### src/rtl/game_flow_ctrl.sv
// game_flow_ctrl: platformer game-flow controller.
// Generates the game tick, runs the level/lives state machine, keeps a
// saturating score and animates an oscillating lava level whose speed grows
// with each jump landing. Drives freeze, spawn and level selection.
module game_flow_ctrl #(
  parameter int TICK_DIV    = 833333,
  parameter int NUM_LEVELS  = 4,
  parameter int LIVES       = 3,
  parameter int SCORE_W     = 16,
  parameter int LEVEL_BONUS = 10,
  parameter int LAVA_W      = 10,
  parameter int LAVA_TOP    = 380,
  parameter int LAVA_SPEED  = 3,
  parameter int BOOST_STEP  = 1,
  parameter int MAX_SPEED   = 8,
  parameter int DEATH_TICKS = 60,
  parameter int CLEAR_TICKS = 30,
  parameter int SPAWN_X     = 20,
  parameter int SPAWN_Y     = 344,
  localparam int LVL_W      = (NUM_LEVELS > 1) ? $clog2(NUM_LEVELS) : 1,
  localparam int LIFE_W     = (LIVES > 0) ? $clog2(LIVES + 1) : 1
) (
  input  logic               clk,
  input  logic               rst,
  input  logic               start,
  input  logic               pause_btn,
  input  logic               in_lava,
  input  logic               at_goal,
  input  logic               jump_landed,
  output logic               game_tick,
  output logic [2:0]         state,
  output logic               freeze,
  output logic [LVL_W-1:0]   level,
  output logic [LIFE_W-1:0]  lives,
  output logic [SCORE_W-1:0] score,
  output logic [LAVA_W-1:0]  lava_height,
  output logic               lava_rising,
  output logic               spawn_pulse,
  output logic [9:0]         spawn_x,
  output logic [9:0]         spawn_y
);

  localparam int TCK_W   = (TICK_DIV > 1) ? $clog2(TICK_DIV) : 1;
  localparam int SPD_W   = (MAX_SPEED > 1) ? $clog2(MAX_SPEED + 1) : 1;
  localparam int TMR_MAX = (DEATH_TICKS > CLEAR_TICKS) ? DEATH_TICKS : CLEAR_TICKS;
  localparam int TMR_W   = (TMR_MAX > 1) ? $clog2(TMR_MAX + 1) : 1;

  typedef enum logic [2:0] {
    S_IDLE    = 3'd0,
    S_RUNNING = 3'd1,
    S_PAUSED  = 3'd2,
    S_DYING   = 3'd3,
    S_CLEAR   = 3'd4,
    S_OVER    = 3'd5,
    S_WIN     = 3'd6
  } state_t;

  state_t             state_q;
  logic [TCK_W-1:0]   tick_cnt;
  logic               pause_prev;
  logic               pause_req;
  logic               land_req;
  logic [SPD_W-1:0]   speed;
  logic [TMR_W-1:0]   timer;

  logic [LAVA_W:0]    lava_sum;
  logic [LAVA_W:0]    speed_ext;
  logic [LAVA_W-1:0]  lava_next;
  logic               rising_next;
  logic [SPD_W:0]     spd_sum;
  logic [SPD_W-1:0]   speed_next;
  logic [SCORE_W:0]   sc_inc;
  logic [SCORE_W:0]   sc_bonus;
  logic [SCORE_W-1:0] score_inc;
  logic [SCORE_W-1:0] score_bonus;

  assign state   = state_q;
  assign freeze  = (state_q != S_RUNNING);
  assign spawn_x = 10'(SPAWN_X);
  assign spawn_y = 10'(SPAWN_Y);

  // Tick divider plus latched pause-edge and landing requests.
  // Requests are dropped on every tick edge (used or not) so a stale press
  // never leaks into a later state; a new event on that same edge survives.
  always_ff @(posedge clk) begin
    if (rst) begin
      tick_cnt   <= '0;
      game_tick  <= 1'b0;
      pause_prev <= 1'b0;
      pause_req  <= 1'b0;
      land_req   <= 1'b0;
    end else begin
      if (tick_cnt == TCK_W'(TICK_DIV - 1)) begin
        tick_cnt  <= '0;
        game_tick <= 1'b1;
      end else begin
        tick_cnt  <= tick_cnt + 1'b1;
        game_tick <= 1'b0;
      end
      pause_prev <= pause_btn;
      pause_req  <= (pause_btn & ~pause_prev) | (pause_req & ~game_tick);
      land_req   <= jump_landed | (land_req & ~game_tick);
    end
  end

  // Next lava position, boosted speed and saturated score candidates.
  always_comb begin
    speed_ext   = (LAVA_W + 1)'(speed);
    lava_sum    = {1'b0, lava_height} + speed_ext;
    lava_next   = lava_height;
    rising_next = lava_rising;
    if (lava_rising) begin
      if (lava_sum >= (LAVA_W + 1)'(LAVA_TOP)) begin
        lava_next   = LAVA_W'(LAVA_TOP);
        rising_next = 1'b0;
      end else begin
        lava_next   = lava_sum[LAVA_W-1:0];
      end
    end else begin
      if ({1'b0, lava_height} <= speed_ext) begin
        lava_next   = '0;
        rising_next = 1'b1;
      end else begin
        lava_next   = lava_height - speed_ext[LAVA_W-1:0];
      end
    end

    spd_sum    = {1'b0, speed} + (SPD_W + 1)'(BOOST_STEP);
    speed_next = (spd_sum >= (SPD_W + 1)'(MAX_SPEED)) ? SPD_W'(MAX_SPEED) : spd_sum[SPD_W-1:0];

    sc_inc      = {1'b0, score} + 1'b1;
    sc_bonus    = {1'b0, score} + (SCORE_W + 1)'(LEVEL_BONUS);
    score_inc   = sc_inc[SCORE_W]   ? '1 : sc_inc[SCORE_W-1:0];
    score_bonus = sc_bonus[SCORE_W] ? '1 : sc_bonus[SCORE_W-1:0];
  end

  // Game state machine; all game state advances only on tick edges.
  always_ff @(posedge clk) begin
    if (rst) begin
      state_q     <= S_IDLE;
      level       <= '0;
      lives       <= LIFE_W'(LIVES);
      score       <= '0;
      lava_height <= '0;
      lava_rising <= 1'b1;
      speed       <= SPD_W'(LAVA_SPEED);
      timer       <= '0;
      spawn_pulse <= 1'b0;
    end else begin
      spawn_pulse <= 1'b0;
      if (game_tick) begin
        case (state_q)
          S_IDLE: begin
            if (start) begin
              state_q     <= S_RUNNING;
              level       <= '0;
              lives       <= LIFE_W'(LIVES);
              score       <= '0;
              lava_height <= '0;
              lava_rising <= 1'b1;
              speed       <= SPD_W'(LAVA_SPEED);
              spawn_pulse <= 1'b1;
            end
          end
          S_RUNNING: begin
            if (in_lava) begin
              state_q <= S_DYING;
              timer   <= TMR_W'(DEATH_TICKS - 1);
              if (lives != '0) lives <= lives - 1'b1;
            end else if (at_goal) begin
              score <= score_bonus;
              if (level == LVL_W'(NUM_LEVELS - 1)) begin
                state_q <= S_WIN;
              end else begin
                state_q <= S_CLEAR;
                timer   <= TMR_W'(CLEAR_TICKS - 1);
              end
            end else if (pause_req) begin
              state_q <= S_PAUSED;
            end else begin
              lava_height <= lava_next;
              lava_rising <= rising_next;
              if (land_req) begin
                score <= score_inc;
                speed <= speed_next;
              end
            end
          end
          S_PAUSED: begin
            if (pause_req) state_q <= S_RUNNING;
          end
          S_DYING: begin
            if (timer != '0) begin
              timer <= timer - 1'b1;
            end else if (lives == '0) begin
              state_q <= S_OVER;
            end else begin
              state_q     <= S_RUNNING;
              lava_height <= '0;
              lava_rising <= 1'b1;
              speed       <= SPD_W'(LAVA_SPEED);
              spawn_pulse <= 1'b1;
            end
          end
          S_CLEAR: begin
            if (timer != '0) begin
              timer <= timer - 1'b1;
            end else begin
              state_q     <= S_RUNNING;
              level       <= level + 1'b1;
              lava_height <= '0;
              lava_rising <= 1'b1;
              speed       <= SPD_W'(LAVA_SPEED);
              spawn_pulse <= 1'b1;
            end
          end
          S_OVER, S_WIN: begin
            if (start) state_q <= S_IDLE;
          end
          default: state_q <= S_IDLE;
        endcase
      end
    end
  end

endmodule

### config.mk
export PLATFORM = sky130hd
export DESIGN_NAME = game_flow_ctrl
export DESIGN_NICKNAME = d
export VERILOG_FILES = /design/src/rtl/game_flow_ctrl.sv
export SDC_FILE = /design/constraint.sdc
export NUM_CORES = 1
export LEC_CHECK = 0
export BUFFER_PORTS_ARGS = -buffer_cell sky130_fd_sc_hd__buf_4
export CORE_AREA = 2 2 119 121
export CTS_CLUSTER_SIZE = 30
export DETAILED_ROUTE_END_ITERATION = 12
export DIE_AREA = 0 0 121 123
export PLACE_DENSITY = 0.62
export SETUP_SLACK_MARGIN = 0.2
export SLEW_MARGIN = 20
export SYNTH_ARGS = -nofsm -noshare
export SYNTH_HDL_FRONTEND = slang
export SYNTH_SLANG_ARGS = --single-unit
### constraint.sdc
create_clock -name clk -period 2.96 [get_ports clk]
set_clock_uncertainty 0.05 [all_clocks]
set_input_delay 0.148 -clock clk [delete_from_list [all_inputs] [get_ports clk]]
set_output_delay 0.148 -clock clk [all_outputs]
set_load 0.05 [all_outputs]
# After elaboration in Yosys (flattened, before gate mapping)
# Cells that the tools add are included.
dict set report totals {
  output_inout_bits 57
  wordCells 148
  input_bits 7
  reg_bits 69
}
dict set report op_classes {
  add_sub_neg 9
  magnitude_cmp 3
  reduce_logical 19
  n_eq_ne 27
  mux 69
  n_bitwise 7
}
# cell count
set op_table {}
lappend op_table {{two-way mux 16 bit} 7}
lappend op_table {{two-way mux 10 bit} 10}
lappend op_table {{one-hot mux 10 bit (4 select lines)} 1}
lappend op_table {{two-way mux 4 bit} 9}
lappend op_table {{one-hot mux 16 bit (2 select lines)} 1}
lappend op_table {{two-way mux 3 bit} 9}
lappend op_table {{two-way mux 6 bit} 4}
lappend op_table {{!= test 2 bit, second input constant} 12}
lappend op_table {{adder 20 x 1 -> 20 bit, second input constant} 1}
lappend op_table {{== test 20 bit, second input constant} 1}
lappend op_table {{one-hot mux 3 bit (6 select lines)} 1}
lappend op_table {{adder 16 x 1 -> 17 bit, second input constant} 1}
lappend op_table {{adder 16 x 4 -> 17 bit, second input constant} 1}
lappend op_table {{one-hot mux 4 bit (4 select lines)} 1}
lappend op_table {{two-way mux 1 bit} 15}
lappend op_table {{two-way mux 2 bit} 6}
lappend op_table {{!= test 3 bit, second input constant} 4}
lappend op_table {{one-hot mux 6 bit (2 select lines)} 1}
lappend op_table {{adder 10 x 4 -> 11 bit} 1}
lappend op_table {{greater-or-equal comparator 11 x 9 -> 1 bit, second input constant} 1}
lappend op_table {{<= comparator 10 x 4 -> 1 bit} 1}
lappend op_table {{AND reduction 10 bit} 1}
lappend op_table {{AND reduction 5 bit} 2}
lappend op_table {{subtractor 10 x 4 -> 10 bit} 1}
lappend op_table {{other kinds (28)} 42}

# Depth between registers and ports, before layout
dict set report depth {
  depth_word 8
  depth_mapped 10
  ltp_nobuf 10
}

# Worst setup path before layout
# OpenSTA, ideal clock, no wires.
dict set report synth_path {
  path_kind {register to register}
  startpoint {register lava_height[2]}
  endpoint {register lava_height[3]}
  setup_time_ps 117
  slack_ps 275
  t_required_ps 2793
  path_buffers 1
  path_stages_with_launch 9
  synth_period_minus_slack_ps 2685
  t_arrival_ps 2518
  cell_sequence {dfxtp_1 > ha_1 > clkbuf_1 > nor2b_1 > a211oi_1 > o31ai_1 > a211oi_2 > nand4_1 > a32o_1}
}
dict set report synth_via {
  elab_chain_cells 8
  word_cells_on_any_way 11
  classes_between {2 x add/sub; 2 x order compare; 7 x mux}
}
# item line
set synth_rtl {}
lappend synth_rtl {{start, declared} 36} ;# output logic [LAVA_W-1:0] lava_height,
lappend synth_rtl {{start signal, assigned} 181} ;# lava_height <= lava_next;
lappend synth_rtl {{adder 10 x 4 -> 11 bit} 109} ;# lava_sum = {1'b0, lava_height} + speed_ext;
lappend synth_rtl {{greater-or-equal comparator 11 x 9 -> 1 bit} 113} ;# if (lava_sum >= (LAVA_W + 1)'(LAVA_TOP)) begin
lappend synth_rtl {{two-way mux 10 bit} 113}
lappend synth_rtl {{two-way mux 10 bit *} 112} ;# if (lava_rising) begin
lappend synth_rtl {{two-way mux 10 bit *} 178} ;# end else if (pause_req) begin
lappend synth_rtl {{two-way mux 10 bit *} 170} ;# end else if (at_goal) begin
lappend synth_rtl {{two-way mux 10 bit *} 166} ;# if (in_lava) begin
lappend synth_rtl {{one-hot mux 10 bit (4 select lines) *} 152} ;# case (state_q)
# Every way passes the cells marked *; elsewhere a longest branch is shown, timed or not. The select of a mux whose other input is x is not followed.
# A chain may end at the register's enable or synchronous reset.

# Worst setup path after layout
dict set report layout_path {
  startpoint {register speed[2]}
  endpoint {register lava_height[4]}
}
dict set report layout_via {
  elab_chain_cells 8
  word_cells_on_any_way 11
  classes_between {2 x add/sub; 2 x order compare; 7 x mux}
}
# item line
set layout_rtl {}
lappend layout_rtl {{start, declared} 63} ;# logic [SPD_W-1:0] speed;
lappend layout_rtl {{start signal, assigned} 146} ;# speed <= SPD_W'(LAVA_SPEED);
lappend layout_rtl {{start signal, assigned} 161} ;# speed <= SPD_W'(LAVA_SPEED);
lappend layout_rtl {{start signal, assigned} 185} ;# speed <= speed_next;
lappend layout_rtl {{adder 10 x 4 -> 11 bit} 109}
lappend layout_rtl {{greater-or-equal comparator 11 x 9 -> 1 bit} 113}
lappend layout_rtl {{two-way mux 10 bit} 113}
lappend layout_rtl {{two-way mux 10 bit *} 112}
lappend layout_rtl {{two-way mux 10 bit *} 178}
lappend layout_rtl {{two-way mux 10 bit *} 170}
lappend layout_rtl {{two-way mux 10 bit *} 166}
lappend layout_rtl {{one-hot mux 10 bit (4 select lines) *} 152}
# Marked as above.

==> flow_summary.yaml <==
status:
  status: "complete, no violations"
clock_network:
  clock_sinks: 69
  clock_latency_ps: 340
  htreeDepth: 3
  cts_tree: "yes"
  cts_buffers: 9
  post-cts-setup-buffer-count: 0
  clockBufferDepth: 2
  path_clk_slew_ps: 60
  clockRootBuffer: "clkbuf_16"
detailed_routing:
  wirelength_um: 12800
  postRouteAntennaNets: 0
  viasPerCell: 5.66
  drc: 0
  firstDrtPassIters: 5
  wire_per_inst_um: 15.6
  drtIter0Drc: 489
  vias: 4655
power_and_ir_drop:
  leakage_uw: 0.00210
  pwr_density_cell_nw_per_um2: 411
  ir_drop_v: 0.000284
synthesis:
  seq_area_frac_synth: 0.290
  syn_area_um2: 4770
  ys_ff_latch: 69
  yosys_warnings: 0
  async_flop_share: 0
  ys_types: 81
  synth.avg_cell_area_um2: 7.80
  synth-edff-count: 0
  synth_ff_type: "dfxtp_1"
  syn_inst: 611
job:
  maxCapViolCount: 0
setup_path:
  worstPathRequired_ps: 3090
  cp_max_fo: 8
  endpoint_kind: "flop"
  worstSetupStartpointType: "flop"
  cpMaxStageDelayCell: "dfxtp_1"
  crit_type: "reg2reg"
  path_cells: "inv_1, ha_1, nor2b_1, a211o_1, a22o_1, a211oi_4, and2_1, a311oi_1"
  critPathArrivalTime_ps: 2740
  cpPeakStageDelay_ps: 430
floorplanning:
  core.rowCount: 43
  die_y_um: 123
  core_area_um2: 13600
  io_pins: 64
  dieArea_um2: 14900
  dieWidth_um: 121
  start_util: 0.350
global_routing:
  grt_overflow: 0
  grt_max_degree: 42
  grt_pass1_wl_um: 20800
  grt_antenna_before_repair: 0
  grt_pass1_vias: 4320
  gr-usage-all-layers: 0.172
timing:
  fin_crit_sh: 0.882
  slew_violations: 0
  worst_slew_pin_slew_ps: 705
  finalHoldViolCount: 0
  fmax_mhz: 383
  setup_viol: 0
  relSlewSlack: 0.530
  period_minus_slack_ps: 2610
  rsz0062_at_grt: "no"
  tns_ps: 0
cells_and_area:
  stdcell_area_um2: 5520
  fin_nets: 663
  area_delta_synth_final_pct: 15.7
  fillCellCount: 1356
  mostFrequentLayoutCells: "nor2_1, dfxtp_1, buf_4"
  drive_gt1_frac: 0.145
  mostFrequentLayoutCell: "nor2_1"
  diodes: 0
placed_design:
  dpl.hpwl_um: 9140
  port_buffers: 43
  place_congestion: 0.860
  post_dp_cell_area_um2: 5150
worst_hold_path:
  hp-class: "in2reg"
path summary, 6_finish.rpt:
check | startpoint | to | slack (ps) | cells past startpoint
max | speed[2] | lava_height[4] | 350 | 8
min | pause_btn | pause_req | 3 | 3
max reg2reg | speed[2] | lava_height[4] | 350 | 8
min reg2reg | tick_cnt[0] | tick_cnt[0] | 430 | 1
where the power goes:
group,internal [uW],switching [uW]
Sequential,935,8.05
Clock,752,447
Combinational,23.6,103
per-layer routing:
layer  GRT usage  wire, um  share of wire  vias to the layer above
met5           0         0              0                        -
met4      0.0727       311          0.024                        0
met3      0.0341       678          0.053                       29
met2       0.289      6090           0.48                      169
met1       0.214      5700           0.45                     2215
li1            -         -              -                     2242
synth_stat cells (4+ instances only):
| cell | instances | area, um2 |
|---|---|---|
| nand2_1 | 50 | 188 |
| buf_4 | 21 | 158 |
| o21ai_0 | 23 | 115 |
| a311oi_1 | 6 | 52.6 |
| ha_1 | 17 | 213 |
| nand2b_1 | 8 | 50.1 |
| dfxtp_1 | 69 | 1380 |
| inv_1 | 23 | 86.3 |
| clkbuf_1 | 25 | 93.8 |
| nand4_1 | 17 | 106 |
| mux2i_1 | 7 | 70.1 |
| o2111ai_1 | 5 | 43.8 |
| a211oi_1 | 11 | 82.6 |
| xnor2_1 | 6 | 52.6 |
| nor2_1 | 74 | 278 |
| and2_1 | 4 | 25.0 |
| a211o_1 | 4 | 35.0 |
| a22o_1 | 4 | 35.0 |
| nand3_1 | 25 | 125 |
| a21o_1 | 6 | 45.0 |
| o21ai_1 | 5 | 25.0 |
| a31oi_1 | 5 | 31.3 |
| nor2b_1 | 10 | 62.6 |
| o31ai_1 | 5 | 37.5 |
| buf_2 | 9 | 45.0 |
| o21a_1 | 5 | 37.5 |
| nor3_1 | 10 | 50.1 |
| a21oi_1 | 32 | 160 |
| a22oi_1 | 9 | 67.6 |
| or3_1 | 5 | 31.3 |
| and3_1 | 13 | 81.3 |
| nor4_1 | 4 | 25.0 |
| xor2_1 | 18 | 158 |
flip-flops by register name, summed over array words and instances (netlist names):
name and count:
speed 4, score 16, lava_height 10, state 3
lives 2, pause_prev 1, land_req 1, lava_rising 1
tick_cnt 20, spawn_pulse 1, game_tick 1, pause_req 1
timer 6, level 2
cells by family (layout without fill, tap and decap cells):
logic type      after synthesis  count (layout)  synth area share
flops                        69              69             0.290
mux                           9               9            0.0194
buf+inv                      81              94            0.0842
other cells                   2              20           0.00157
xor+xnor                     24              24            0.0441
fa+ha+maj                    19              19            0.0530
simple gates                242             242             0.256
compound gates              165             165             0.252
through the flow:
| step | util | hold WS (ps) | total power, uW | instances | worst slack [ps] |
|---|---|---|---|---|---|
| after global placement | 0.378 | 325 | 1090 | 805 | 360 |
| after floorplan | - | 215 | 1090 | 629 | 275 |
| final | 0.405 | 2.53 | 2270 | 822 | 348 |
| after CTS | 0.403 | 0.404 | 2290 | 822 | 267 |
| after global routing | 0.405 | 34.5 | 2340 | 822 | 206 |
| after detailed placement | 0.378 | 330 | 1090 | 805 | 156 |
repair_timing:
item | CTS | global route
gates resized for setup | 1 | 6
pin swaps | 0 | 1
endpoints found under the setup margin | 4 | 10
endpoints found under the hold margin | 1 | 0
hold buffers | 1 | 0
cell type report:
| class | count | area, um2 | area share |
|---|---|---|---|
| timing repair buffer | 54 | 408 | 0.0739 |
| inverter | 24 | 90.1 | 0.0163 |
| clock buffer | 9 | 225 | 0.0408 |
| tap | 180 | 225 | 0.0408 |
| sequential | 69 | 1380 | 0.251 |
| multi-input combinational | 479 | 3080 | 0.559 |
| clock inverter | 7 | 104 | 0.0188 |
critical path, delay by kind of cell (launching register included):
family / cells / cell delay [ps]
compound gates: 4 / 1010
fa+ha+maj: 1 / 390
flops: 1 / 430
buf+inv: 1 / 70
simple gates: 2 / 510
Power figures use the tool's default switching activity.
